## config.mk

```make
export PLATFORM = sky130hd
export DESIGN_NAME = if_id_queue_flat
export DESIGN_NICKNAME = d
export VERILOG_FILES = /design/src/rtl/if_id_queue_if.sv /design/src/rtl/if_id_queue.sv /design/src/flat_wrapper.sv
export SDC_FILE = /design/constraint.sdc
export NUM_CORES = 1
export LEC_CHECK = 0
export CORE_UTILIZATION = 32
export DETAILED_ROUTE_END_ITERATION = 10
export HOLD_SLACK_MARGIN = 0.06
export PLACE_DENSITY_LB_ADDON = 0.08
export SETUP_SLACK_MARGIN = 0.2
export SYNTH_ARGS = -nofsm -noshare
export SYNTH_HDL_FRONTEND = slang
export SYNTH_SLANG_ARGS = --single-unit
```

## constraint.sdc

```tcl
create_clock -name clk -period 4.46 [get_ports clk]
set_input_delay 0.892 -clock clk [delete_from_list [all_inputs] [get_ports clk]]
set_output_delay 0.892 -clock clk [all_outputs]
set_load 0.05 [all_outputs]
```

## src/rtl/if_id_queue_if.sv

```systemverilog
// IF/ID queue bus: fetch-side handshake, pipeline controls and the ID-facing register outputs.
interface if_id_queue_if #(
    parameter int unsigned XLEN  = 32,
    parameter int unsigned ILEN  = 32,
    parameter int unsigned DEPTH = 2
);
    localparam int unsigned CNT_W = $clog2(DEPTH + 1);

    logic             EN;
    logic             Data_stall;
    logic             flush;
    logic             if_valid;
    logic [XLEN-1:0]  PCOUT;
    logic [ILEN-1:0]  IR;
    logic             if_ready;
    logic [ILEN-1:0]  IR_ID;
    logic [XLEN-1:0]  PCurrent_ID;
    logic             valid_ID;
    logic [CNT_W-1:0] count;

    modport master (
        output EN, Data_stall, flush, if_valid, PCOUT, IR,
        input  if_ready, IR_ID, PCurrent_ID, valid_ID, count
    );

    modport slave (
        input  EN, Data_stall, flush, if_valid, PCOUT, IR,
        output if_ready, IR_ID, PCurrent_ID, valid_ID, count
    );
endinterface

```

## src/rtl/if_id_queue.sv

```systemverilog
// IF/ID pipeline stage: DEPTH-entry instruction queue feeding a registered ID output,
// with an empty-queue bypass so IF->ID latency stays one cycle when nothing is queued.
module if_id_queue #(
    parameter int unsigned     XLEN   = 32,
    parameter int unsigned     ILEN   = 32,
    parameter int unsigned     DEPTH  = 2,
    parameter logic [ILEN-1:0] NOP    = ILEN'(32'h0000_0013),
    parameter logic [XLEN-1:0] RST_PC = '0
) (
    input logic          clk,
    input logic          rst,
    if_id_queue_if.slave bus
);
    localparam int unsigned PTR_W = $clog2(DEPTH);
    localparam int unsigned CNT_W = $clog2(DEPTH + 1);

    typedef logic [PTR_W-1:0] ptr_t;
    typedef logic [CNT_W-1:0] cnt_t;

    logic [ILEN-1:0] ir_mem [DEPTH];
    logic [XLEN-1:0] pc_mem [DEPTH];

    ptr_t            wr_ptr;
    ptr_t            rd_ptr;
    cnt_t            cnt;
    logic [ILEN-1:0] ir_id;
    logic [XLEN-1:0] pc_id;
    logic            valid_id;

    logic full;
    logic empty;
    logic ready;
    logic acc;
    logic adv;
    logic rd_en;
    logic byp;
    logic wr_en;

    always_comb begin
        full  = (cnt == cnt_t'(DEPTH));
        empty = (cnt == '0);
        ready = bus.EN & ~bus.flush & ~full;
        acc   = bus.if_valid & ready;
        adv   = bus.EN & ~bus.Data_stall & ~bus.flush;
        rd_en = adv & ~empty;
        // An empty queue hands the fetched word straight to the output register.
        byp   = adv & empty & acc;
        wr_en = acc & ~byp;
    end

    // Storage carries no reset; occupancy is tracked solely by cnt and the pointers.
    always_ff @(posedge clk) begin
        if (rst && wr_en) begin
            ir_mem[wr_ptr] <= bus.IR;
            pc_mem[wr_ptr] <= bus.PCOUT;
        end
    end

    always_ff @(posedge clk or negedge rst) begin
        if (!rst) begin
            wr_ptr <= '0;
            rd_ptr <= '0;
            cnt    <= '0;
        end else if (bus.EN) begin
            if (bus.flush) begin
                wr_ptr <= '0;
                rd_ptr <= '0;
                cnt    <= '0;
            end else begin
                if (wr_en) begin
                    wr_ptr <= wr_ptr + ptr_t'(1);
                end
                if (rd_en) begin
                    rd_ptr <= rd_ptr + ptr_t'(1);
                end
                case ({wr_en, rd_en})
                    2'b10:   cnt <= cnt + cnt_t'(1);
                    2'b01:   cnt <= cnt - cnt_t'(1);
                    default: cnt <= cnt;
                endcase
            end
        end
    end

    // Stall has priority over flush for the output register; the queue is cleared regardless.
    always_ff @(posedge clk or negedge rst) begin
        if (!rst) begin
            ir_id    <= NOP;
            pc_id    <= RST_PC;
            valid_id <= 1'b0;
        end else if (bus.EN && !bus.Data_stall) begin
            if (bus.flush) begin
                ir_id    <= NOP;
                valid_id <= 1'b0;
            end else if (rd_en) begin
                ir_id    <= ir_mem[rd_ptr];
                pc_id    <= pc_mem[rd_ptr];
                valid_id <= 1'b1;
            end else if (byp) begin
                ir_id    <= bus.IR;
                pc_id    <= bus.PCOUT;
                valid_id <= 1'b1;
            end else begin
                ir_id    <= NOP;
                valid_id <= 1'b0;
            end
        end
    end

    always_comb begin
        bus.if_ready    = ready;
        bus.IR_ID       = ir_id;
        bus.PCurrent_ID = pc_id;
        bus.valid_ID    = valid_id;
        bus.count       = cnt;
    end

    always_ff @(posedge clk) begin
        if (rst) begin
            assert (cnt <= cnt_t'(DEPTH));
            assert (!(wr_en && full));
            assert (!(rd_en && empty));
        end
    end
endmodule

```

## src/flat_wrapper.sv

```systemverilog
// flat-port wrapper written by rule: the top's interface ports become plain ports
module if_id_queue_flat 
#(
    parameter int unsigned     XLEN   = 32,
    parameter int unsigned     ILEN   = 32,
    parameter int unsigned     DEPTH  = 2,
    parameter logic [ILEN-1:0] NOP    = ILEN'(32'h0000_0013),
    parameter logic [XLEN-1:0] RST_PC = '0
)
  (clk, rst, bus_EN, bus_Data_stall, bus_flush, bus_if_valid, bus_PCOUT, bus_IR, bus_if_ready, bus_IR_ID, bus_PCurrent_ID, bus_valid_ID, bus_count);
  if_id_queue_if #(.XLEN(XLEN), .ILEN(ILEN), .DEPTH(DEPTH)) bus_i ();
  input logic clk;
  input logic rst;
  input wire logic [$bits(bus_i.EN)-1:0] bus_EN;
  input wire logic [$bits(bus_i.Data_stall)-1:0] bus_Data_stall;
  input wire logic [$bits(bus_i.flush)-1:0] bus_flush;
  input wire logic [$bits(bus_i.if_valid)-1:0] bus_if_valid;
  input wire logic [$bits(bus_i.PCOUT)-1:0] bus_PCOUT;
  input wire logic [$bits(bus_i.IR)-1:0] bus_IR;
  output wire logic [$bits(bus_i.if_ready)-1:0] bus_if_ready;
  output wire logic [$bits(bus_i.IR_ID)-1:0] bus_IR_ID;
  output wire logic [$bits(bus_i.PCurrent_ID)-1:0] bus_PCurrent_ID;
  output wire logic [$bits(bus_i.valid_ID)-1:0] bus_valid_ID;
  output wire logic [$bits(bus_i.count)-1:0] bus_count;
  assign bus_i.EN = bus_EN;
  assign bus_i.Data_stall = bus_Data_stall;
  assign bus_i.flush = bus_flush;
  assign bus_i.if_valid = bus_if_valid;
  assign bus_i.PCOUT = bus_PCOUT;
  assign bus_i.IR = bus_IR;
  assign bus_if_ready = bus_i.if_ready;
  assign bus_IR_ID = bus_i.IR_ID;
  assign bus_PCurrent_ID = bus_i.PCurrent_ID;
  assign bus_valid_ID = bus_i.valid_ID;
  assign bus_count = bus_i.count;
  if_id_queue #(.XLEN(XLEN), .ILEN(ILEN), .DEPTH(DEPTH), .NOP(NOP), .RST_PC(RST_PC)) u_core (.clk(clk), .rst(rst), .bus(bus_i));
endmodule
```

After elaboration in Yosys (flattened, before gate mapping) --
Memories as Yosys holds them, arrays and structs flattened. Cells that the tools add are included.
Word-level totals: register bits 69, bits in latches 0, RAM bits 128, memory bits (read-only) 0, input port bits 70, output and inout bits 68, word-level logic and storage cells 57, memories kept 2
Operators by class: add/subtract/negate cells 4, multipliers 0, divide/modulo/power cells 0, $lt $le $gt $ge 0, equality and inequality tests 3, shifts and indexed selects 0, mux-type cells 16, bitwise logic cells 14, reductions and logical operators 12
Memory list:
- u_core.ir_mem | depth 2, bits a word 32, read ports 1, clocked after memory_dff 0, wr ports 1, RTL line if_id_queue.sv:20 | logic [ILEN-1:0] ir_mem [DEPTH];
- u_core.pc_mem | depth 2, bits a word 32, read ports 1, clocked after memory_dff 0, wr ports 1, RTL line if_id_queue.sv:21 | logic [XLEN-1:0] pc_mem [DEPTH];
Operators by type and width (count):
- 2-to-1 mux 32 bit | 5
- bitwise AND 1 bit | 9
- 2-to-1 mux 1 bit | 9
- AND reduction 2 bit | 3
- nonzero test 2 bit | 3
- NOT 1 bit | 5
- equality test 2 bit, second input constant | 2
- one-hot mux 2 bit (2 select lines) | 1
- AND reduction 3 bit | 1
- nonzero test 3 bit | 1
- adder 1 bit, second input constant | 2
- adder 2 x 1 -> 2 bit, second input constant | 1
- equality test 2 x 1 -> 1 bit, second input constant | 1
- logical AND 1 bit | 2
- zero test 2 bit | 1
- 2-to-1 mux 2 bit | 1
- subtractor 2 x 1 -> 2 bit, second input constant | 1
- zero test 1 bit | 1

Logic depth before layout (Yosys ltp) --
Gate-level depths: netlist of run 1.
word-level depth 10, mapped depth 7, depth with buffers taken out 4

Least setup slack after synthesis of run 1 --
Ideal clock, no wire load.
path kind in2reg, start point input bus_Data_stall, end point memory u_core.ir_mem[0][0] (enable), library setup time 0.486 ns, data arrival time 4.264 ns, required time 3.974 ns, setup slack -0.290 ns, stages on the path 5, buffers on the path 1, cell sequence buf_2 > nand2b_1 > a211oi_1 > nand2_1 > nor2_1
On the way: word-level cells in the longest chain between the ends 10
Ends and longest elaborated chain:
- from (decl) | RTL line flat_wrapper.sv:15 | input wire logic [$bits(bus_i.Data_stall)-1:0] bus_Data_stall;
- NOT 1 bit | RTL line if_id_queue.sv:44 | adv = bus.EN & ~bus.Data_stall & ~bus.flush;
- bitwise AND 1 bit (2 in series) | RTL line if_id_queue.sv:44
- bitwise AND 1 bit (2 in series) | RTL line if_id_queue.sv:47 | byp = adv & empty & acc;
- NOT 1 bit | RTL line if_id_queue.sv:48 | wr_en = acc & ~byp;
- bitwise AND 1 bit | RTL line if_id_queue.sv:48
- logical AND 1 bit | RTL line if_id_queue.sv:53 | if (rst && wr_en) begin
- 2-to-1 mux 1 bit | RTL line if_id_queue.sv:53
- 2-to-1 mux 1 bit (implied by the code) | RTL line if_id_queue.sv:54 | ir_mem[wr_ptr] <= bus.IR;
- to (decl) | RTL line if_id_queue.sv:20
No other way between the ends.

Worst setup path in the final report of run 1 --
start point input bus_flush, end point output bus_if_ready
On the way: word-level cells in the longest chain between the ends 3
Ends and longest elaborated chain:
- from (decl) | RTL line flat_wrapper.sv:16 | input wire logic [$bits(bus_i.flush)-1:0] bus_flush;
- NOT 1 bit | RTL line if_id_queue.sv:42 | ready = bus.EN & ~bus.flush & ~full;
- bitwise AND 1 bit (2 in series) | RTL line if_id_queue.sv:42
- to (decl) | RTL line flat_wrapper.sv:20 | output wire logic [$bits(bus_i.if_ready)-1:0] bus_if_ready;
No other way between the ends.

==> results of run 1 <==
-- path summary, 6_finish.rpt --
check	cells past startpoint	from	end	slack [ns]
setup / recovery	4	bus_flush	bus_if_ready	0.92
min in group asynchronous	2	rst	u_core.bus.PCurrent_ID[4]	0.76
hold reg to reg	2	u_core.bus.valid_ID	u_core.bus.valid_ID	0.49
setup reg to reg	4	u_core.bus.count[1]	u_core.pc_mem[1][13]	1.93
hold / removal	2	u_core.bus.valid_ID	u_core.bus.valid_ID	0.49
max in group asynchronous	2	rst	u_core.rd_ptr	2.97
-- sequential cells by signal, summed over array words and instances, names as in the netlist --
register                flops
u_core.ir_mem              64
u_core.pc_mem              64
u_core.bus.IR_ID           32
u_core.bus.PCurrent_ID     32
u_core.bus.count            2
u_core.bus.valid_ID         1
u_core.rd_ptr               1
u_core.wr_ptr               1
-- synthesized netlist by cell type (2+ instances only) --
library cell	n	area (um2)
a211oi_1	3	22.52
a21oi_1	2	10.01
a22oi_1	61	457.9
and3_1	2	12.51
buf_2	13	65.06
buf_4	2	15.01
buf_6	5	56.30
clkbuf_1	11	41.29
dfrtp_1	66	1652
dfstp_2	3	78.83
edfxtp_1	128	3844
inv_1	3	11.26
mux2_2	2	22.52
mux2i_1	62	620.6
nand2_1	4	15.01
nand2b_1	3	18.77
nor2_1	5	18.77
nor2b_1	3	18.77
o21ai_0	58	290.3
o21ai_1	5	25.02
o22ai_1	3	18.77
or3_1	2	12.51
-- power groups by stage --
stage / Clock [mW] / Combinational [mW] / Sequential [mW]
6_report: 1.54 / 1.30 / 2.29
3_5_place_dp: 0 / 1.31 / 2.33
3_3_place_gp: 0 / 1.30 / 2.33
5_1_grt: 1.66 / 1.37 / 2.32
4_1_cts: 1.59 / 1.32 / 2.30
2_1_floorplan: 0 / 0.303 / 2.82
-- worst max-delay path, delay by kind of cell --
family | cells | cell delay, ns
and+or+nand+nor | 1 | 0.26
buffers and inverters | 2 | 1.36
AOI/OAI and AO/OA | 1 | 0.14
-- kinds of logic (layout without fill, tap and decap cells) --
family | count (synthesis) | after routing | share of synthesized area [%]
and+or+nand+nor | 22 | 22 | 1.732
DFF | 197 | 197 | 74.94
other | 0 | 1 | 0
muxes | 64 | 64 | 8.646
xor gates and xnor gates | 2 | 2 | 0.2355
AOI/OAI and AO/OA | 139 | 139 | 11.91
buffers and inverters | 34 | 181 | 2.540
-- cell usage in the layout (no fill, tap or decap), types with 2 or more instances in the layout --
| cell | netlist | routed |
|---|---|---|
| edfxtp_1 | 128 | 128 |
| buf_4 | 2 | 8 |
| bufinv_16 | 0 | 2 |
| clkbuf_1 | 11 | 2 |
| dfstp_2 | 3 | 3 |
| nand2_1 | 4 | 4 |
| dfrtp_1 | 66 | 65 |
| nand2b_1 | 3 | 3 |
| a22oi_1 | 61 | 61 |
| or3_1 | 2 | 2 |
| clkinvlp_4 | 0 | 3 |
| buf_12 | 0 | 2 |
| mux2i_1 | 62 | 62 |
| inv_6 | 0 | 5 |
| clkdlybuf4s50_1 | 0 | 136 |
| o21ai_0 | 58 | 58 |
| a21oi_1 | 2 | 2 |
| mux2_2 | 2 | 2 |
| nor2_1 | 5 | 4 |
| clkbuf_16 | 0 | 17 |
| o21ai_1 | 5 | 5 |
| a211oi_1 | 3 | 3 |
| nor2b_1 | 3 | 3 |
| inv_1 | 3 | 3 |
| o22ai_1 | 3 | 3 |
-- final cells by class --
class	count	area, um2
Fill cell	2058	13010
Sequential cell	197	5578
Multi-Input combinational cell	227	1705
Timing Repair Buffer	146	1461
Clock buffer	20	446.7
Tap cell	285	356.6
Clock inverter	12	142.6
Inverter	3	11.26
Antenna cell	1	2.502
-- metal layers --
layer	part of all wire (%)	vias up	routed length, um
li1	-	2049	-
met5	0	-	0
met1	45	2281	7850
met3	5.9	18	1039
met4	1.1	0	185
met2	48	140	8512
==> flow_metrics.env, run 1 <==
export IMPL_switching_share_pct=32.43
export IMPL_gp_congestion=0.7731
export IMPL_synthCells=458
export IMPL_setup_viol=0
export IMPL_tns_ns=0
export IMPL_period_share_pct=79.29
export IMPL_placed_area_mm2=0.009112
export IMPL_port_buffers=137
export IMPL_avgSynthCellArea_um2=16.24
export IMPL_ys_flop_type="edfxtp_1"
export IMPL_coreArea_mm2=0.02271
export IMPL_routedWlPerCell_um=19.74
export IMPL_cp_start_kind="input pin"
export IMPL_crit_required_ns=3.57
export IMPL_synth_edf_count=128
export IMPL_relSlewSlack_pct=32.29
export IMPL_grt_pass1_vias=4630
export IMPL_grt_max_degree=70
export IMPL_finalPower_mw=5.132
export IMPL_post_place_ws_ns=0.9532
export IMPL_cap_viol_max_count=0
export IMPL_drtAntennaViolNets=0
export IMPL_syn_nets=528
export IMPL_die_w_um=154.5
export IMPL_syn2layout_area_growth_pct=30.46
export IMPL_critPathMaxFanout=6
export IMPL_hold_path_class="flip-flop to flip-flop"
export IMPL_gr_usage_all_layers_pct=15.51
export IMPL_end_kind="output pin"
export IMPL_seq_area_frac_synth_pct=74.94
export IMPL_finalHoldViolCount=0
export IMPL_use_met1_pct=19.80
export IMPL_drt_total_wl_mm=17.59
export IMPL_holdWs_ns=0.4934
export IMPL_grt_overflow=0
export IMPL_synth_seq_cells=197
export IMPL_via_per_inst=5.037
export IMPL_post_cts_resized=0
export IMPL_finish_utilization_pct=42.73
export IMPL_via_count=4488
export IMPL_cp_slowest_stage_delay_ns=0.82
export IMPL_path_class="input pin to output pin"
export IMPL_drive_above_1_share_pct=8.595
export IMPL_clockBufferDepth=2
export IMPL_rsz0062_at_grt="false"
export IMPL_path_cells="clkdlybuf4s50_1 -> nand2b_1 -> a21oi_1 -> clkdlybuf4s50_1"
export IMPL_io_pins=138
export IMPL_drc=0
export IMPL_fin_ws_ns=0.9239
export IMPL_die_area_mm2=0.02386
export IMPL_fin_area_mm2=0.009704
export IMPL_dieHeight_um=154.5
export IMPL_fin_skew_ns=0.01192
export IMPL_worst_pin_slew_ns=1.016
export IMPL_initial_utilization_pct=32.75
export IMPL_nets=662
export IMPL_hpwl_mm=10.27
export IMPL_drv_slew=0
export IMPL_combPwrFrac_pct=25.3
export IMPL_clock_root_buffer="clkbuf_16"
export IMPL_grt_use_met3_pct=4.819
export IMPL_numCtsBuffers=17
export IMPL_fin_cells=891
export IMPL_top_usage_layer="met2"
export IMPL_power_switching_mw=1.664
export IMPL_synth_distinct_cells=34
export IMPL_antenna_found_initial=1
export IMPL_drtIter0Drc=353
export IMPL_p_per_area_mw_per_mm2=528.8
export IMPL_cts_tree="done"
export IMPL_p_clk_share_pct=30.0
export IMPL_dr_pass1_iters=5
export IMPL_clock_sinks=197
export IMPL_postCtsSetupBuffers=0
export IMPL_yosysWarningCount=0
export IMPL_seqPwrFrac_pct=44.7
export IMPL_p_leak_nw=3.373
export IMPL_worstSkewPairLatency_ns=0.43
export IMPL_clk_pin_slew_ns=0.06
export IMPL_fp_row_count=55
export IMPL_arrival_ns=2.64
export IMPL_grt_pass1_wl_mm=27.35
export IMPL_timing_fmax_mhz=282.8
export IMPL_peakVddDrop_mv=0.2425
export IMPL_synthArstFlopShare_pct=35.03
export IMPL_use_met2_pct=25.21
export IMPL_cpMaxStageDelayCell="clkdlybuf4s50_1"
export IMPL_fin_crit_ns=3.536
export IMPL_cpMostUsedCell="clkdlybuf4s50_1"
export IMPL_p_int_mw=3.467
export IMPL_h_tree_depth=4
export IMPL_syn_area_mm2=0.007438
export IMPL_ctsHoldBuffers=0
export IMPL_status="completed"
export IMPL_placedCellCount=858
Power figures use the tool's default switching activity.
==> run 2, diff against run 1 <==
Clock period 4.46 ns to 3.15 ns, I/O delays scaled along.
==> run 2 against run 1 <==
Final cell count rose by 0.45%. Sequential power is 40% higher. Global-route usage shrank 0.55 points.
==> flow_metrics.env, run 2 (synthesis gave the netlist of run 1 again) <==
export IMPL_tns_ns=0
export IMPL_gr_usage_all_layers_pct=14.96
export IMPL_end_kind="output pin"
export IMPL_drc=0
export IMPL_via_count=4417
export IMPL_port_buffers=137
export IMPL_cpMaxStageDelayCell="clkdlybuf4s50_1"
export IMPL_dieHeight_um=154.5
export IMPL_final_common_cell="clkdlybuf4s50_1"
export IMPL_p_per_area_mw_per_mm2=734.7
export IMPL_fill_cells=2071
export IMPL_fin_skew_ns=0.01551
export IMPL_top_signal_layer_used="met4"
export IMPL_grt_max_degree=68
export IMPL_grt_pass1_wl_mm=26.65
export IMPL_path_cells="clkdlybuf4s50_1"
export IMPL_nets=668
export IMPL_largestRegisters="u_core.ir_mem (64), u_core.pc_mem (64)"
export IMPL_clock_sinks=197
export IMPL_coreArea_mm2=0.02271
export IMPL_finalHoldViolCount=0
export IMPL_path_class="flip-flop to output pin"
export IMPL_period_share_pct=80.55
export IMPL_wl_met2_mm=8.214
export IMPL_clk_pin_slew_ns=0.07
export IMPL_syn2layout_area_growth_pct=31.20
export IMPL_critPathMaxFanout=10
export IMPL_grt_pass1_vias=4601
export IMPL_postCtsSetupBuffers=0
export IMPL_grt_overflow=0
export IMPL_initial_utilization_pct=32.75
export IMPL_diodes=0
export IMPL_crit_buf_inv=1
export IMPL_clock_root_buffer="clkbuf_16"
export IMPL_seqCellArea_mm2=0.005578
export IMPL_layout_common_cells="clkdlybuf4s50_1 (135), edfxtp_1 (128), dfrtp_1 (65)"
export IMPL_setup_viol=0
export IMPL_cp_slowest_stage_delay_ns=0.88
export IMPL_hpwl_mm=10.54
export IMPL_drtAntennaViolNets=0
export IMPL_finalPower_mw=7.170
export IMPL_cp_start_kind="flip-flop"
export IMPL_multi_input_area_mm2=0.001705
export IMPL_io_pins=138
export IMPL_die_area_mm2=0.02386
export IMPL_drtIter0Drc=207
export IMPL_status="completed"
export IMPL_arrival_ns=1.91
export IMPL_worstSkewPairLatency_ns=0.43
export IMPL_wl_met1_mm=7.687
export IMPL_fin_crit_ns=2.537
export IMPL_gp_congestion=0.7752
export IMPL_h_tree_depth=4
export IMPL_crit_required_ns=2.52
export IMPL_antenna_found_initial=0
export IMPL_clockBufferDepth=2
export IMPL_drv_slew=0
export IMPL_peakVddDrop_mv=0.3587
export IMPL_worst_pin_slew_ns=1.032
export IMPL_drive_above_1_share_pct=9.508
export IMPL_via_per_inst=4.935
export IMPL_timing_fmax_mhz=394.1
export IMPL_cap_viol_max_count=0
export IMPL_hold_path_class="flip-flop to flip-flop"
export IMPL_rsz0062_at_grt="false"
export IMPL_met3WireLength_um=938
export IMPL_drt_total_wl_mm=16.97
export IMPL_cts_tree="done"
export IMPL_relSlewSlack_pct=30.92
export IMPL_die_w_um=154.5
export IMPL_p_leak_nw=3.401
export IMPL_routedWlPerCell_um=18.96
export IMPL_path_delay_family="buffers and inverters"
export IMPL_fp_row_count=55
export IMPL_dr_pass1_iters=4
export IMPL_numCtsBuffers=17
==> run 2: cell types whose count changed in the layout (fill, tap and decap cells not counted), moves of 2 or more <==
cell / previous run / this run
buf_4: 8 / 11
clkbuf_1: 2 / 0
clkinv_4: 0 / 2
buf_12: 2 / 5
==> run 2: repair_timing <==
action | CTS | global route
hold endpoints to repair | 1 | 0
gates resized for setup | 0 | 0
hold buffers | 1 | 0
==> run 2: per-stage QoR <==
step                utilization [%]  cell area (um2)  cells  worst slack (ns)  hold WS, ns
floorplan                         -             7447    458            0.3386       0.3344
global placement              40.45             9185    863            0.4392       0.4408
detailed placement            40.45             9185    863            0.4147       0.4426
CTS                           42.98             9759    895            0.5840       0.5025
global route                  42.98             9759    895            0.5380       0.5416
finish                        42.98             9759    895            0.6127       0.4976
==> run 2: final timing paths <==
kind,to,startpoint,slack (ns),cells after the start
max reg2reg,u_core.ir_mem[1][1],u_core.bus.count[0],1.11,5
max,bus_count[1],u_core.bus.count[1],0.61,1
min in group asynchronous,u_core.wr_ptr,rst,0.61,2
min,u_core.bus.valid_ID,u_core.bus.valid_ID,0.50,2
max in group asynchronous,u_core.rd_ptr,rst,1.30,3
min reg2reg,u_core.bus.valid_ID,u_core.bus.valid_ID,0.50,2
==> run 2: routing by layer <==
metal	vias to the layer above	GRT usage, %
li1	2064	-
met1	2221	19.09
met2	124	24.69
met3	8	4.819
met4	0	3.536
met5	-	0
==> run 2: cell type report <==
type                            instances  share of cell area, %
Sequential cell                       197                  57.15
Tap cell                              285                  3.654
Clock buffer                           18                  4.500
Multi-Input combinational cell        227                  17.47
Inverter                                3                 0.1154
Clock inverter                         13                  1.282
Timing Repair Buffer                  152                  15.82
==> run 2: worst register-to-register path, stage by stage, from the launching register on <==
cell and delay (ns):
dfrtp_1 0.60, inv_1 0.16, a211oi_1 0.22, buf_4 0.16
and3_4 0.35, buf_12 0.25
==> run 2: power breakdown <==
group | total, mW | internal, mW | switching, mW
logic | 1.87 | 0.679 | 1.20
clock network | 2.09 | 1.12 | 0.967
registers | 3.21 | 3.03 | 0.178
==> RTL change (flow settings as in run 2) <==
`XLEN` is set to 32 in 3 places; all go to 24.
--- a/src/rtl/if_id_queue_if.sv
+++ b/src/rtl/if_id_queue_if.sv
@@ -2,3 +2,3 @@
 interface if_id_queue_if #(
-    parameter int unsigned XLEN  = 32,
+    parameter int unsigned XLEN  = 24,
     parameter int unsigned ILEN  = 32,
--- a/src/rtl/if_id_queue.sv
+++ b/src/rtl/if_id_queue.sv
@@ -3,3 +3,3 @@
 module if_id_queue #(
-    parameter int unsigned     XLEN   = 32,
+    parameter int unsigned     XLEN   = 24,
     parameter int unsigned     ILEN   = 32,
--- a/src/flat_wrapper.sv
+++ b/src/flat_wrapper.sv
@@ -3,3 +3,3 @@
 #(
-    parameter int unsigned     XLEN   = 32,
+    parameter int unsigned     XLEN   = 24,
     parameter int unsigned     ILEN   = 32,
Interface: changed (resized bus_PCOUT and bus_PCurrent_ID); port bits go from 138 to 122. The function was not compared with the original's and may differ.
==> RTL change against run 2 <==
Wire length fell by 14%; critical endpoint is now bus_count[0]; cell area fell by 11%; area after synthesis fell by 12%; highest routed layer is now met5; worst setup slack improved by 0.025 ns; synthesized cell count fell by 11%; critical path type unchanged; power fell by 9.4%; sequential cell count fell by 24; die area fell by 12%.
==> RTL change: results (changes against run 2) <==
| Metric | Value |
|---|---|
| Global routing usage on met3 | `3.93% (-0.89 points)` |
| Routed via count | `3950 (-11%)` |
| Unique masters post-synth | `35 (+2.9%)` |
| Avg Inst Size Synth | `16.1 sq um (-0.83%)` |
| Placed cell areas | `8110 sq um (-12%)` |
| Top Metal Used | `met5` |
| Post-route cell area | `8720 sq um (-11%)` |
| ClkCell Share | `6.93% (+1.1 points)` |
| Post-synthesis sequential area ratio | `74.7% (-0.29 points)` |
| Met3 WL post-DR | `768 microns (-18%)` |
| Final worst slack | `0.638 ns (+0.0251 ns)` |
| Placed cells | `778 (-9.8%)` |
| Critical path's slowest cell | `clkdlybuf4s50_1` |
| Final net count | `595 (-11%)` |
| Tapcells | `265 (-7.0%)` |
| Number of fill cells in the layout | `1795 (-13%)` |
| Post-Synth XOR/XNOR Area | `0.267% (+0.032 points)` |
| CP max FO | `9 (-1)` |
| Worst hold slack | `0.490 ns (-0.00807 ns)` |
| HPWL Detailed | `8990 microns (-15%)` |
| Largest net degree at the start of global routing | `57 (-16%)` |
| Seq_cells | `173 (-12%)` |
| Post-Synthesis Net Count | `469 (-11%)` |
| Main synth FF type | `edfxtp_1` |
| Worst Skew | `0.00550 ns (-0.0100 ns)` |
| DR WL met2 | `6990 microns (-15%)` |
| EDFF count, synth | `112 (-13%)` |
| Non-clk buf share | `15.6% (-0.27 points)` |
| Antenna violations before repair | `1 (+1)` |
| Compound-Gate Fraction of Synth Area | `12.0% (+0.097 points)` |
| DP Worst Slack | `0.409 ns (-0.00588 ns)` |
| Switching share of power | `30.8% (-1.9 points)` |
| Leak | `3.05 nW (-10%)` |
| Comb pwr share | `23.7% (-2.4 points)` |
| Non-clock buffers | `134 (-12%)` |
| Total track usage | `14.5% (-0.50 points)` |
| Max VDD drop | `0.000421 V (+17%)` |
| 1st-iter DRT viols | `235 (+14%)` |
| Synth async-reset ratio | `35.3% (+0.23 points)` |
| Least-Margin Pin Slew | `0.811 ns (-0.221 ns)` |
| Register share of total power | `43.7% (-1.0 points)` |
| First-pass GRT wire length | `23000 microns (-14%)` |
| Reg area | `4900 sq um (-12%)` |
| Critical Path AT | `1.88 ns (-0.03 ns)` |
| Port Buf Inserts | `121 (-12%)` |
| Synth cell count leaders | `edfxtp_1, dfrtp_1, mux2i_1, a22oi_1, o21ai_0` |
| Ratio of cells with drive above 1 in the final layout | `10.1% (+0.57 points)` |
| Final Routed Wirelength | `14500 microns (-14%)` |
| P_seq | `2.84 mW (-12%)` |
| M2 GR Usage | `23.4% (-1.3 points)` |
| Status | `completed` |
| Wl on met1 | `6610 microns (-14%)` |
| Top post-synthesis cells by area | `edfxtp_1, dfrtp_1, mux2i_1` |
| RePlAce Congestion | `0.750 (-3.2%)` |
[RTL change: changes by cell type in the layout (fill, tap and decap cells not counted), sizes merged, moves of 2 or more]
cell / run 2 / this run
clkdlybuf4s50: 135 / 119
edfxtp: 128 / 112
a22oi: 61 / 53
dfrtp: 66 / 58
mux2i: 62 / 54
o21ai: 64 / 57
buf: 16 / 14
bufinv: 1 / 3
inv: 8 / 6
nand2b: 3 / 1
or2b: 0 / 2
[RTL change: path summary, 6_finish.rpt]
| path | start | end |
|---|---|---|
| worst max-delay path | u_core.bus.count[0] | bus_count[0] |
| worst min register to register | u_core.bus.valid_ID | u_core.bus.valid_ID |
| max in group asynchronous | rst | u_core.bus.PCurrent_ID[11] |
| worst max register to register | u_core.bus.count[1] | u_core.ir_mem[1][22] |
| worst min-delay path | u_core.bus.valid_ID | u_core.bus.valid_ID |
| min in group asynchronous | rst | u_core.wr_ptr |
